==> src/rtl/uart_pkg.sv <==
// Shared definitions for the UART receive path: enable-FSM encodings,
// error-flag bit positions and the receive-queue entry format.
package uart_pkg;

  typedef enum logic [1:0] {
    UART_RXC_OFF  = 2'd0,
    UART_RXC_RUN  = 2'd1,
    UART_RXC_STOP = 2'd2
  } rxc_state_e;

  localparam int ERR_PAR = 0;
  localparam int ERR_FRM = 1;
  localparam int ERR_BRK = 2;
  localparam int RXQ_W   = 11;

  // Entry layout: flags in the top three bits, character in the low byte.
  function automatic logic [RXQ_W-1:0] rxq_pack(input logic brk, input logic frm,
                                                input logic par, input logic [7:0] bits);
    logic [2:0] flags;
    flags          = 3'b000;
    flags[ERR_BRK] = brk;
    flags[ERR_FRM] = frm;
    flags[ERR_PAR] = par;
    return {flags, bits};
  endfunction

endpackage

==> src/rtl/uart_rx_fifo.sv <==
// Synchronous show-ahead FIFO with flush; the head entry is visible
// combinationally and the next-state occupancy is exported for look-ahead logic.
module uart_rx_fifo
  import uart_pkg::*;
#(
  parameter int DEPTH = 8,
  parameter int AW    = 3,
  parameter int W     = RXQ_W
) (
  input  logic          clock,
  input  logic          reset_n,
  input  logic          push,
  input  logic          pop,
  input  logic          flush,
  input  logic [W-1:0]  wdata,
  output logic [W-1:0]  rdata,
  output logic [AW:0]   count,
  output logic [AW:0]   count_next,
  output logic          full,
  output logic          empty,
  output logic          push_ok,
  output logic          pop_ok
);

  logic [W-1:0]  mem_r [DEPTH];
  logic [AW-1:0] wr_ptr_r;
  logic [AW-1:0] rd_ptr_r;
  logic [AW:0]   count_r;

  assign empty = (count_r == {(AW+1){1'b0}});
  assign full  = (count_r == (AW+1)'(DEPTH));
  assign count = count_r;
  assign rdata = mem_r[rd_ptr_r];

  // A push into a full queue only fits when a pop frees a slot in the same cycle.
  assign pop_ok  = pop & ~empty & ~flush;
  assign push_ok = push & ~flush & (~full | pop_ok);

  always_comb begin
    count_next = count_r;
    if (flush) begin
      count_next = {(AW+1){1'b0}};
    end else begin
      case ({push_ok, pop_ok})
        2'b10:   count_next = count_r + (AW+1)'(1);
        2'b01:   count_next = count_r - (AW+1)'(1);
        default: count_next = count_r;
      endcase
    end
  end

  always_ff @(posedge clock or negedge reset_n) begin
    if (!reset_n) begin
      for (int i = 0; i < DEPTH; i++) begin
        mem_r[i] <= {W{1'b0}};
      end
    end else if (push_ok) begin
      mem_r[wr_ptr_r] <= wdata;
    end
  end

  always_ff @(posedge clock or negedge reset_n) begin
    if (!reset_n) begin
      wr_ptr_r <= {AW{1'b0}};
      rd_ptr_r <= {AW{1'b0}};
      count_r  <= {(AW+1){1'b0}};
    end else if (flush) begin
      wr_ptr_r <= {AW{1'b0}};
      rd_ptr_r <= {AW{1'b0}};
      count_r  <= {(AW+1){1'b0}};
    end else begin
      if (push_ok) begin
        wr_ptr_r <= wr_ptr_r + AW'(1);
      end
      if (pop_ok) begin
        rd_ptr_r <= rd_ptr_r + AW'(1);
      end
      count_r <= count_next;
    end
  end

endmodule

==> src/rtl/uart_rx_ctrl.sv <==
// UART receive control: enable sequencing, RX queue capture, CPU read port,
// watermark / character-timeout interrupts and sticky overrun.
module uart_rx_ctrl
  import uart_pkg::*;
#(
  parameter int DEPTH = 8,
  parameter int AW    = 3
) (
  input  logic          clock,
  input  logic          reset_n,
  input  logic          cfg_en,
  input  logic [AW:0]   cfg_wm,
  input  logic [15:0]   cfg_tmo,
  input  logic          flush,
  input  logic          clr_ovr,
  output logic          rx_en,
  input  logic          rx_valid,
  input  logic [7:0]    rx_bits,
  input  logic          rx_perr,
  input  logic          rx_ferr,
  input  logic          rx_berr,
  input  logic          rx_idle,
  input  logic          rd_pop,
  output logic          rd_valid,
  output logic [7:0]    rd_data,
  output logic [2:0]    rd_err,
  output logic [AW:0]   count,
  output logic          ovr,
  output logic          irq_wm,
  output logic          irq_tmo
);

  rxc_state_e       state_r, state_nxt;
  logic             rx_en_r;
  logic             ovr_r, irq_wm_r, irq_tmo_r;
  logic [15:0]      tmo_r, tmo_nxt;
  logic [RXQ_W-1:0] head;
  logic [AW:0]      count_next;
  logic             q_full, q_empty, push_ok, pop_ok;
  logic             ovr_set;

  uart_rx_fifo #(
    .DEPTH (DEPTH),
    .AW    (AW),
    .W     (RXQ_W)
  ) u_fifo (
    .clock      (clock),
    .reset_n    (reset_n),
    .push       (rx_valid),
    .pop        (rd_pop),
    .flush      (flush),
    .wdata      (rxq_pack(rx_berr, rx_ferr, rx_perr, rx_bits)),
    .rdata      (head),
    .count      (count),
    .count_next (count_next),
    .full       (q_full),
    .empty      (q_empty),
    .push_ok    (push_ok),
    .pop_ok     (pop_ok)
  );

  assign rd_valid = ~q_empty;
  assign rd_data  = head[7:0];
  assign rd_err   = {head[8+ERR_BRK], head[8+ERR_FRM], head[8+ERR_PAR]};
  assign rx_en    = rx_en_r;
  assign ovr      = ovr_r;
  assign irq_wm   = irq_wm_r;
  assign irq_tmo  = irq_tmo_r;

  // Enable sequencing: a disable waits for the engine to go idle so no frame is cut.
  always_comb begin
    state_nxt = state_r;
    case (state_r)
      UART_RXC_OFF: begin
        if (cfg_en) state_nxt = UART_RXC_RUN;
        else        state_nxt = UART_RXC_OFF;
      end
      UART_RXC_RUN: begin
        if (cfg_en)       state_nxt = UART_RXC_RUN;
        else if (rx_idle) state_nxt = UART_RXC_OFF;
        else              state_nxt = UART_RXC_STOP;
      end
      UART_RXC_STOP: begin
        if (cfg_en)       state_nxt = UART_RXC_RUN;
        else if (rx_idle) state_nxt = UART_RXC_OFF;
        else              state_nxt = UART_RXC_STOP;
      end
      default: state_nxt = UART_RXC_OFF;
    endcase
  end

  always_ff @(posedge clock or negedge reset_n) begin
    if (!reset_n) begin
      state_r <= UART_RXC_OFF;
      rx_en_r <= 1'b0;
    end else begin
      state_r <= state_nxt;
      rx_en_r <= (state_nxt == UART_RXC_RUN);
    end
  end

  // A push is lost only when the queue is full, nothing pops and no flush is pending.
  assign ovr_set = rx_valid & ~flush & q_full & ~pop_ok;

  // Timeout counter: runs while data waits and the line is idle, saturating at cfg_tmo.
  always_comb begin
    tmo_nxt = tmo_r;
    if (flush || push_ok || pop_ok || q_empty) begin
      tmo_nxt = 16'd0;
    end else if (rx_idle && (cfg_tmo != 16'd0)) begin
      tmo_nxt = (tmo_r >= cfg_tmo) ? cfg_tmo : (tmo_r + 16'd1);
    end else begin
      tmo_nxt = tmo_r;
    end
  end

  always_ff @(posedge clock or negedge reset_n) begin
    if (!reset_n) begin
      ovr_r     <= 1'b0;
      irq_wm_r  <= 1'b0;
      irq_tmo_r <= 1'b0;
      tmo_r     <= 16'd0;
    end else begin
      if (ovr_set)      ovr_r <= 1'b1;
      else if (clr_ovr) ovr_r <= 1'b0;
      else              ovr_r <= ovr_r;
      irq_wm_r  <= (count_next > cfg_wm);
      tmo_r     <= tmo_nxt;
      irq_tmo_r <= (cfg_tmo != 16'd0) && (tmo_nxt == cfg_tmo);
    end
  end

endmodule

==> config.mk <==
export PLATFORM = sky130hd
export DESIGN_NAME = uart_rx_ctrl
export DESIGN_NICKNAME = d
export VERILOG_FILES = /design/src/rtl/uart_pkg.sv /design/src/rtl/uart_rx_fifo.sv /design/src/rtl/uart_rx_ctrl.sv
export SDC_FILE = /design/constraint.sdc
export NUM_CORES = 1
export LEC_CHECK = 0
export BUFFER_PORTS_ARGS = -buffer_cell sky130_fd_sc_hd__buf_2
export CAP_MARGIN = 30
export CELL_PAD_IN_SITES_DETAIL_PLACEMENT = 2
export CELL_PAD_IN_SITES_GLOBAL_PLACEMENT = 2
export CORE_ASPECT_RATIO = 1.75
export CORE_UTILIZATION = 41
export CTS_CLUSTER_SIZE = 10
export DETAILED_ROUTE_END_ITERATION = 10
export PLACE_DENSITY = 0.82
export REMOVE_ABC_BUFFERS = 1
export SYNTH_ARGS = -nofsm -noshare
export SYNTH_HDL_FRONTEND = slang
export SYNTH_HIERARCHICAL = 1
export SYNTH_SLANG_ARGS = --single-unit
==> constraint.sdc <==
create_clock -name clock -period 3.6 [get_ports clock]
set_clock_uncertainty 0.15 [all_clocks]
set_input_delay 0.9 -clock clock [delete_from_list [all_inputs] [get_ports clock]]
set_output_delay 0.9 -clock clock [all_outputs]
set_load 0.005 [all_outputs]
# --- Word level (Yosys, flattened, before mapping) ---
# Cells that the tools add are included.
classes:
  addsub: 5
  order_cmp: 5
  n_eq_ne: 7
  muxes: 22
  bitwise: 13
  n_reduce_logical: 13
ops:
  columns: ["operator", "n"]
  rows:
  - ["$bwmux 88", 1]
  - ["$mux 16", 3]
  - ["$bmux 11 s3", 1]
  - ["$demux 11 s3", 1]
  - ["$mux 11", 3]
  - ["$add 16x1->16 const B", 1]
  - ["$eq 16x16->1", 1]
  - ["$ge 16x16->1", 1]
  - ["$reduce_bool 16->1", 1]
  - ["$mux 3", 4]
  - ["$ge 4x4->1 const B", 2]
  - ["$mux 4", 2]
  - ["$not 3->4", 2]
  - ["$pmux 4 s2", 1]
  - ["$add 3x1->3 const B", 2]
  - ["$and 1x1->1", 6]
  - ["$eq 2x1->1 const B", 3]
  - ["$reduce_bool 2->1", 3]
  - ["$add 4x1->4 const B", 1]
  - ["$eq 2x2->1 const B", 2]
  - ["$eq 4x4->1 const B", 1]
  - ["$gt 4x4->1", 1]
  - ["$logic_not 4->1", 1]
  - ["$lt 4x1->1 const B", 1]
  - ["10 further kinds", 20]
totals:
  regBits: 120
  out_inout_bits: 20
  wordCells: 82

# --- Longest topological paths before layout ---
# Gate-level depths: netlist (run 1).
logic_depth:
  word_depth: 12
  ltp_mapped: 13

# --- Cells and area by module ---
# The synthesis (run 1) kept the hierarchy.
modules_own_cells:
  columns: ["module", "instances", "cells_each", "area_per_inst_um2", "seq_area_each_um2"]
  rows:
  - ["uart_rx_fifo", 1, 305, 4655.7, 2452.4]
  - ["uart_rx_ctrl", 1, 345, 2683.8, 550.5]

# --- Worst setup path before layout (run 1) ---
# No wires, ideal clock.
synth_path:
  path_kind: "in2reg"
  startpoint: "input rd_pop"
  endpoint: "register irq_wm_r, in the netlist irq_wm"
  t_arrival_ns: 3.030
  required_time_ns: 3.312
  setup_slack_ns: 0.283
  path_stages: 11
  path_cell_list: "buf_2 o41ai_2 nor3_1 ha_1 a21oi_1 and2_1 mux2_2 a31oi_1 ha_1 a21oi_1 a41oi_1"
synth_between:
  elab_chain_cells: 8
  word_cells_on_any_way: 9
  cone_classes: "order compare (1); eq/ne (2); mux (2); bitwise (4)"
synth_lines:
  columns: ["item", "line", "text"]
  rows:
  - ["from (decl)", "uart_rx_ctrl.sv:23", "input logic rd_pop,"]
  - ["$and 1x1->1 (*) (2 in series)", "uart_rx_fifo.sv:36", "assign pop_ok = pop & ~empty & ~flush;"]
  - ["$or 1x1->1", "uart_rx_fifo.sv:37", "assign push_ok = push & ~flush & (~full | pop_ok);"]
  - ["$and 1x1->1", "uart_rx_fifo.sv:37", null]
  - ["$eq 2x1->1 or $eq 2x2->1 (tied branches)", "uart_rx_fifo.sv:44", "case ({push_ok, pop_ok})"]
  - ["$pmux 4 s2 (*)", "uart_rx_fifo.sv:44", null]
  - ["$mux 4 (*)", "uart_rx_fifo.sv:41", "if (flush) begin"]
  - ["net count_next[3]", "uart_rx_ctrl.sv:38", "logic [AW:0] count_next;"]
  - ["$gt 4x4->1 (*)", "uart_rx_ctrl.sv:127", "irq_wm_r <= (count_next > cfg_wm);"]
  - ["to (signal assigned)", "uart_rx_ctrl.sv:127", null]
  - ["to (decl)", "uart_rx_ctrl.sv:35", "logic ovr_r, irq_wm_r, irq_tmo_r;"]
# The timed path passes the listed nets; every way through them passes the cells marked *.
# A chain may end at the register's enable or synchronous reset.

# --- Final worst setup path (run 1) ---
layout_path:
  startpoint: "register u_fifo.count_r[2], in the netlist u_fifo/count[2]"
  endpoint: "register irq_wm_r, in the netlist irq_wm"
layout_between:
  elab_chain_cells: 10
  word_cells_on_any_way: 15
  cone_classes: "add/sub (2); order compare (1); eq/ne (3); mux (2); bitwise (6); reduce/logical (1)"
layout_lines:
  columns: ["item", "line", "text"]
  rows:
  - ["from (decl)", "uart_rx_fifo.sv:28", "logic [AW:0] count_r;"]
  - ["from (signal assigned)", "uart_rx_fifo.sv:66", "count_r <= {(AW+1){1'b0}};"]
  - ["from (signal assigned)", "uart_rx_fifo.sv:70", "count_r <= {(AW+1){1'b0}};"]
  - ["from (signal assigned)", "uart_rx_fifo.sv:78", "count_r <= count_next;"]
  - ["$logic_not 4->1", "uart_rx_fifo.sv:30", "assign empty = (count_r == {(AW+1){1'b0}});"]
  - ["$not 1->1", "uart_rx_fifo.sv:36", null]
  - ["$and 1x1->1 (2 in series)", "uart_rx_fifo.sv:36", null]
  - ["$or 1x1->1", "uart_rx_fifo.sv:37", null]
  - ["$and 1x1->1", "uart_rx_fifo.sv:37", null]
  - ["$eq 2x1->1 or $eq 2x2->1 (tied branches)", "uart_rx_fifo.sv:44", null]
  - ["$pmux 4 s2 (*)", "uart_rx_fifo.sv:44", null]
  - ["$mux 4 (*)", "uart_rx_fifo.sv:41", null]
  - ["net count_next[1]", "uart_rx_ctrl.sv:38", null]
  - ["$gt 4x4->1 (*)", "uart_rx_ctrl.sv:127", null]
# Marks and branches as above.

==> summary.md, run 1 <==
| Metric | Value |
|---|---|
| Clk sinks | 120 |
| Via count | 5961 |
| Unique masters post-synth | 82 |
| Critical path launch point type | register |
| Crit-path most repeated cell | nand2b_1 |
| Minimum clock period | 3.44 ns |
| Syn. warnings | 6 |
| Fin nets | 792 |
| Die W | 103 microns |
| Asr flop ratio synth | 100% |
| Fmax | 0.291 GHz |
| Slowest CP cell | o41ai_4 |
| Syn_area_per_cell | 11.3 sq um |
| Commonest cells in the netlist | dfrtp_1 (120), mux2_1 (77), nor2_1 (41), inv_1 (34), o21ai_0 (30) |
| Resized cells post-CTS | 0 |
| Post-DP HPWL | 18.6 mm |
| Cts hold-fix bufs | 0 |
| H-tree Lvls | 4 |
| P per Cell Area | 594 nW/um^2 |
| Pre-CTS WS | -0.163 ns |
| LEAKAGE | 3.98 nW |
| Outcome | finished, final reports clean |
| CTS root buffer | clkbuf_16 |
| Met3 WL | 825 microns |
| Via/cell ratio | 6.15 |
| Top cells by area, synth | dfrtp_1 (41%), mux2_1 (12%), mux4_2 (6.8%) |
| Overflow left after global routing | 0 |
| Biggest area consumer among synthesized cells | dfrtp_1 |
| Slew Limit Fails | 0 |
| Most frequent cell after synthesis | dfrtp_1 |
| Initial Util | 41.9% |
| Global-route wire length before repair | 41.0 mm |
| Register area | 3000 sq um |
| Worst Hold Class | reg2reg |
| Core area | 17500 sq um |
| I/O pin count | 59 |
| Crit path launch | u_fifo/count[2] |
| FF+latch count, synth | 120 |
| Std-Cell Rows | 64 |
| CP Max Fanout | 7 |
| Max VDD drop | 0.000339 V |
| Met2 wire length | 14.7 mm |
| # fillers | 1760 |
| EDFF count, synth | 0 |
| Crit share post-route | 95.4% |
| Routed Antenna Nets | 0 |
| Placer's final routability congestion estimate | 1.02 |
| Worst setup margin | 0.164 ns |
| Routed met1 length | 9.23 mm |
| Initial antenna violation count | 1 |
| Endpoints failing hold | 0 |
| Area Growth Syn to Fin | 18.0% |
| Worst Max-Slew Pin Slew | 0.747 ns |
| Largest net degree at the start of global routing | 49 |
| Drt wl/cell | 27.3 microns |
| Port Buffers | 58 |
| Post-CTS setup buffers | 0 |
| Clk slew on worst S/H paths | 0.06 ns |
| Endpoints failing setup | 0 |
| Synth top area share | 40.9% |
| Max Used Layer | met4 |
| Crit end category | register |
| Vias in the first global route | 6907 |
| Reg-to-reg startpoint | u_fifo/count[2] |
| Overall Power | 0.00515 W |
| Initial DRC Count | 239 |
| Drc violations | 0 |
| Max stage delay on crit path | 0.57 ns |
| Worst min-delay path startpoint | u_fifo/mem_r[86] |
| Critical Path RT | 3.75 ns |
| Predominant post-synthesis flop cell | dfrtp_1 |
| Drt first pass iters | 4 |
| Post-Route WL | 26.5 mm |
| Worst setup path category | reg2reg |
| CTS tree | built |
| Cts bufs inserted | 17 |
| Max Cap Viol | 0 |
| Total GRT Usage | 31.1% |
| Synthesized cell area | 7340 sq um |
| Die height | 179 microns |
| Register area share after synthesis | 40.9% |
| Die area | 18500 sq um |
| Mapped Cells | 650 |
| Clock Tree Buf Depth | 2 |
| Critical path arrival | 3.58 ns |
| CP cell instances | o41ai_4, nor3_1, buf_4, fa_1, nand2b_1, mux2i_1, ha_1, nor2b_1, o21ai_0, nand2b_1, a21oi_1, a41oi_1 |
| Clk_lat worst skew | 0.44 ns |
| Multi-input gate area | 4000 sq um |
| Layout cells sized above 1 | 26.7% |
| Max_slew headroom | 50.2% |
## area by class of cell
class	instances	share of cell area, %
diodes	1	0.0289
well taps	231	3.34
repair buffers	94	6.94
clock inverters	11	1.97
inverters	34	1.47
flip-flops and latches	120	34.7
multi-input cells	458	46.1
clock buffers	21	5.43
## layer usage
metal	vias to the layer above	track usage, %
met4	0	20.0
met2	199	58.0
met5	-	0
met3	107	5.85
met1	3071	30.4
li1	2584	-
## critical path: cells and delay by family, from the launching register on
family	cells	cell delay [ns]
AO/OA/AOI/OAI	4	0.93
adder cells (fa/ha/maj)	2	0.83
AND/OR/NAND/NOR	4	0.48
flip-flops	1	0.48
multiplexers	1	0.23
buffers and inverters	1	0.19
## sequential cells by signal, summed over array words and instances (netlist names)
name             count
u_fifo/mem_r        88
tmo_r               16
rx_en                1
ovr                  1
state_r              2
u_fifo/count         4
u_fifo/wr_ptr_r      3
u_fifo/rd_ptr_r      3
irq_tmo              1
irq_wm               1
## power breakdown
part	total, W	switching, W	internal (W)
Sequential	0.00184	0.000225	0.00161
Clock	0.00187	0.000660	0.00121
Combinational	0.00144	0.000730	0.000710
Total	0.00515	0.00161	0.00353
## layout by cell type (no fill, tap or decap), types with 7 or more instances in the layout
cell type,n
dfrtp_1,120
ha_1,27
a211oi_1,7
a21oi_1,23
mux2_2,27
o21ai_0,30
inv_1,34
buf_4,34
nor3_1,14
a22oi_1,7
nand2_1,29
mux4_2,22
buf_2,57
nor2b_1,7
nand2b_1,8
nor2_1,41
nand3_1,18
mux2_1,77
clkbuf_16,17
## logic make-up after synthesis
| family | synth area share [%] |
|---|---|
| compound gates | 11.7 |
| flops | 40.9 |
| mux | 23.3 |
| buf+inv | 5.05 |
| xor+xnor | 0.955 |
| simple gates | 13.3 |
| fa+ha+maj | 4.88 |
## path summary, 6_finish.rpt
path,to,slack [ns],cells past startpoint
max,irq_wm,0.16,12
min,u_fifo/mem_r[86],0.34,1
max reg2reg,irq_wm,0.16,12
min reg2reg,u_fifo/mem_r[86],0.34,1
max in group asynchronous,tmo_r[3],2.18,2
min in group asynchronous,u_fifo/mem_r[0],0.35,1
## through the flow
step	hold WS, ns	cell area, sq um	setup TNS, ns	utilization [%]	std cells
final	0.340	8660	0	49.4	970
after global routing	0.360	8660	-0.0192	49.4	970
after CTS	0.345	8650	0	49.3	969
after detailed placement	0.326	8010	-0.169	45.6	937
after global placement	0.312	8010	-0.114	45.6	937
after floorplan	0.303	7100	-0.109	-	612
Note: power is estimated with default switching activity, not from simulation.
==> inputs of run 2 (changes only) <==
- CORE_UTILIZATION: 41 -> 44
- PLACE_DENSITY: 0.82 -> 0.87
- clock period: 3.6 -> 4.1 ns (I/O delays scaled with it)
==> run 2 against run 1 <==
Critical path depth is 2 lower. Clock power is 11% lower. Design area is 2.1% lower. Via count is 0.23% higher. Sequential share of layout area is 0.73 points higher. Count of clock-buffer cells in the layout is 3 lower. Combinational power is 12% lower.
==> summary.md, run 2 (synthesis gave the netlist of run 1 again) <==
| Metric | Value |
|---|---|
| Minimum clock period | 3.71 ns (+0.277 ns) |
| Worst setup margin | 0.387 ns (+0.223 ns) |
| CTS tree | built |
| Antenna Cells | 0 (-1) |
| Critical path launch point type | register |
| Clock Tree Buf Depth | 2 (unchanged) |
| Via count | 5975 (+0.23%) |
| Most frequent cells in the layout | dfrtp_1 (120), mux2_1 (77), buf_2 (57) |
| Largest net degree at the start of global routing | 71 (+45%) |
| Critical path arrival | 3.86 ns (+0.28 ns) |
| Area Growth Syn to Fin | 15.6% |
| CP Max Fanout | 8 (+1) |
| Endpoints failing hold | 0 (unchanged) |
| P per Cell Area | 540 nW/um^2 (-9.2%) |
| Core area | 16400 sq um (-6.7%) |
| Initial DRC Count | 275 (+15%) |
| LEAKAGE | 3.88 nW (-2.5%) |
| Layout cells sized above 1 | 25.0% (-1.7 points) |
| Die height | 173 microns (-3.4%) |
| Max reg flops | 88 (unchanged) |
| Drt wl/cell | 30.0 microns (+9.6%) |
| RSZ-0062 raised after global routing | no |
| Via/cell ratio | 6.33 (+3.0%) |
| Endpoints failing setup | 0 (unchanged) |
| Crit share post-route | 90.6% (-4.9 points) |
| Port Buffers | 58 (unchanged) |
| Die area | 17200 sq um (-6.7%) |
| Reg with most FFs | u_fifo/mem_r |
| Std-Cell Rows | 62 (-3.1%) |
| Total GRT Usage | 34.7% (+3.6 points) |
| H-tree Lvls | 4 (unchanged) |
| Clk slew on worst S/H paths | 0.07 ns (about the same) |
| Worst Hold Class | in2async |
| Die W | 99.6 microns (-3.4%) |
| CTS root buffer | clkbuf_16 |
| Clk sinks | 120 (unchanged) |
| Post-Route WL | 28.3 mm (+6.7%) |
| Setup TNS | 0 ns (unchanged) |
| Drt first pass iters | 4 (unchanged) |
| Routed Antenna Nets | 0 (unchanged) |
| Resized cells post-CTS | 0 (unchanged) |
| Overflow left after global routing | 0 (unchanged) |
| Post-DP HPWL | 17.8 mm (-4.3%) |
| Max_slew headroom | 50.7% (+0.52 points) |
| Initial Util | 44.8% (+3.0 points) |
| Cts hold-fix bufs | 0 (unchanged) |
| Slew Limit Fails | 0 (unchanged) |
| I/O pin count | 59 (unchanged) |
| Global-route wire length before repair | 43.6 mm (+6.3%) |
| Initial antenna violation count | 0 (-1) |
| Worst Max-Slew Pin Slew | 0.739 ns (-0.00776 ns) |
| Max VDD drop | 0.000278 V (-18%) |
| Critical Path RT | 4.25 ns (+0.50 ns) |
| Post-CTS setup buffers | 0 (unchanged) |
| Worst setup path category | reg2reg |
| Clk_lat worst skew | 0.44 ns (about the same) |
| Crit end category | register |
| Commonest non-fill, non-tap cell in the layout | dfrtp_1 |
| Pre-CTS WS | 0.192 ns (+0.355 ns) |
| Placer's final routability congestion estimate | 0.961 (-5.5%) |
| Fin nets | 774 (-2.3%) |
| Outcome | finished, final reports clean |
| Drc violations | 0 (unchanged) |
| Cts bufs inserted | 17 (unchanged) |
| Fmax | 0.269 GHz (-7.5%) |
| Vias in the first global route | 7032 (+1.8%) |
| Max Cap Viol | 0 (unchanged) |
run 2: layout make-up:
class / instances / area (sq um)
Fill cell: 1623 / 7890
Multi-Input combinational cell: 458 / 3990
Sequential cell: 120 / 3000
Timing Repair Buffer: 76 / 460
Clock buffer: 18 / 439
Tap cell: 224 / 280
Clock inverter: 14 / 186
Inverter: 34 / 128
run 2: path summary, 6_finish.rpt:
path                                  start                to  slack (ns)  cells after the start
setup / recovery            u_fifo/count[3]            irq_wm        0.39                     10
hold / removal                      reset_n  u_fifo/mem_r[22]        0.34                      1
setup reg to reg            u_fifo/count[3]            irq_wm        0.39                     10
hold reg to reg            u_fifo/mem_r[23]  u_fifo/mem_r[23]        0.35                      1
max in group asynchronous           reset_n  u_fifo/mem_r[10]        2.61                      3
min in group clock         u_fifo/mem_r[23]  u_fifo/mem_r[23]        0.35                      1
run 2: report_power, final:
group          internal [W]  switching, W  total [W]
registers           0.00142      0.000227    0.00164
clock network      0.000989      0.000673    0.00166
logic              0.000591      0.000681    0.00127
total               0.00300       0.00158    0.00458
run 2: per-layer routing:
metal  GRT usage (%)  routed length, microns
met5               0                       0
met4            20.3                    1460
met3            6.35                     930
met2            65.0                   16000
met1            34.7                    9920
run 2: critical path, cell delays in order (launching register included):
cell and delay (ns):
dfrtp_1 0.50, o41ai_2 0.73, nor3_1 0.23, ha_1 0.40, a21oi_1 0.22, and2_1 0.20, mux2_2 0.34, a31oi_1 0.30
ha_1 0.31, a21oi_1 0.13, a41oi_1 0.06
run 2: through the flow:
stage	util [%]	cell area (sq um)	total power, W	instances	hold WS [ns]
floorplan	-	7100	0.00228	612	0.303
global placement	47.8	7830	0.00265	911	0.312
detailed placement	47.8	7830	0.00280	911	0.328
CTS	51.7	8450	0.00459	943	0.352
global route	51.8	8480	0.00473	944	0.351
finish	51.8	8480	0.00458	944	0.335
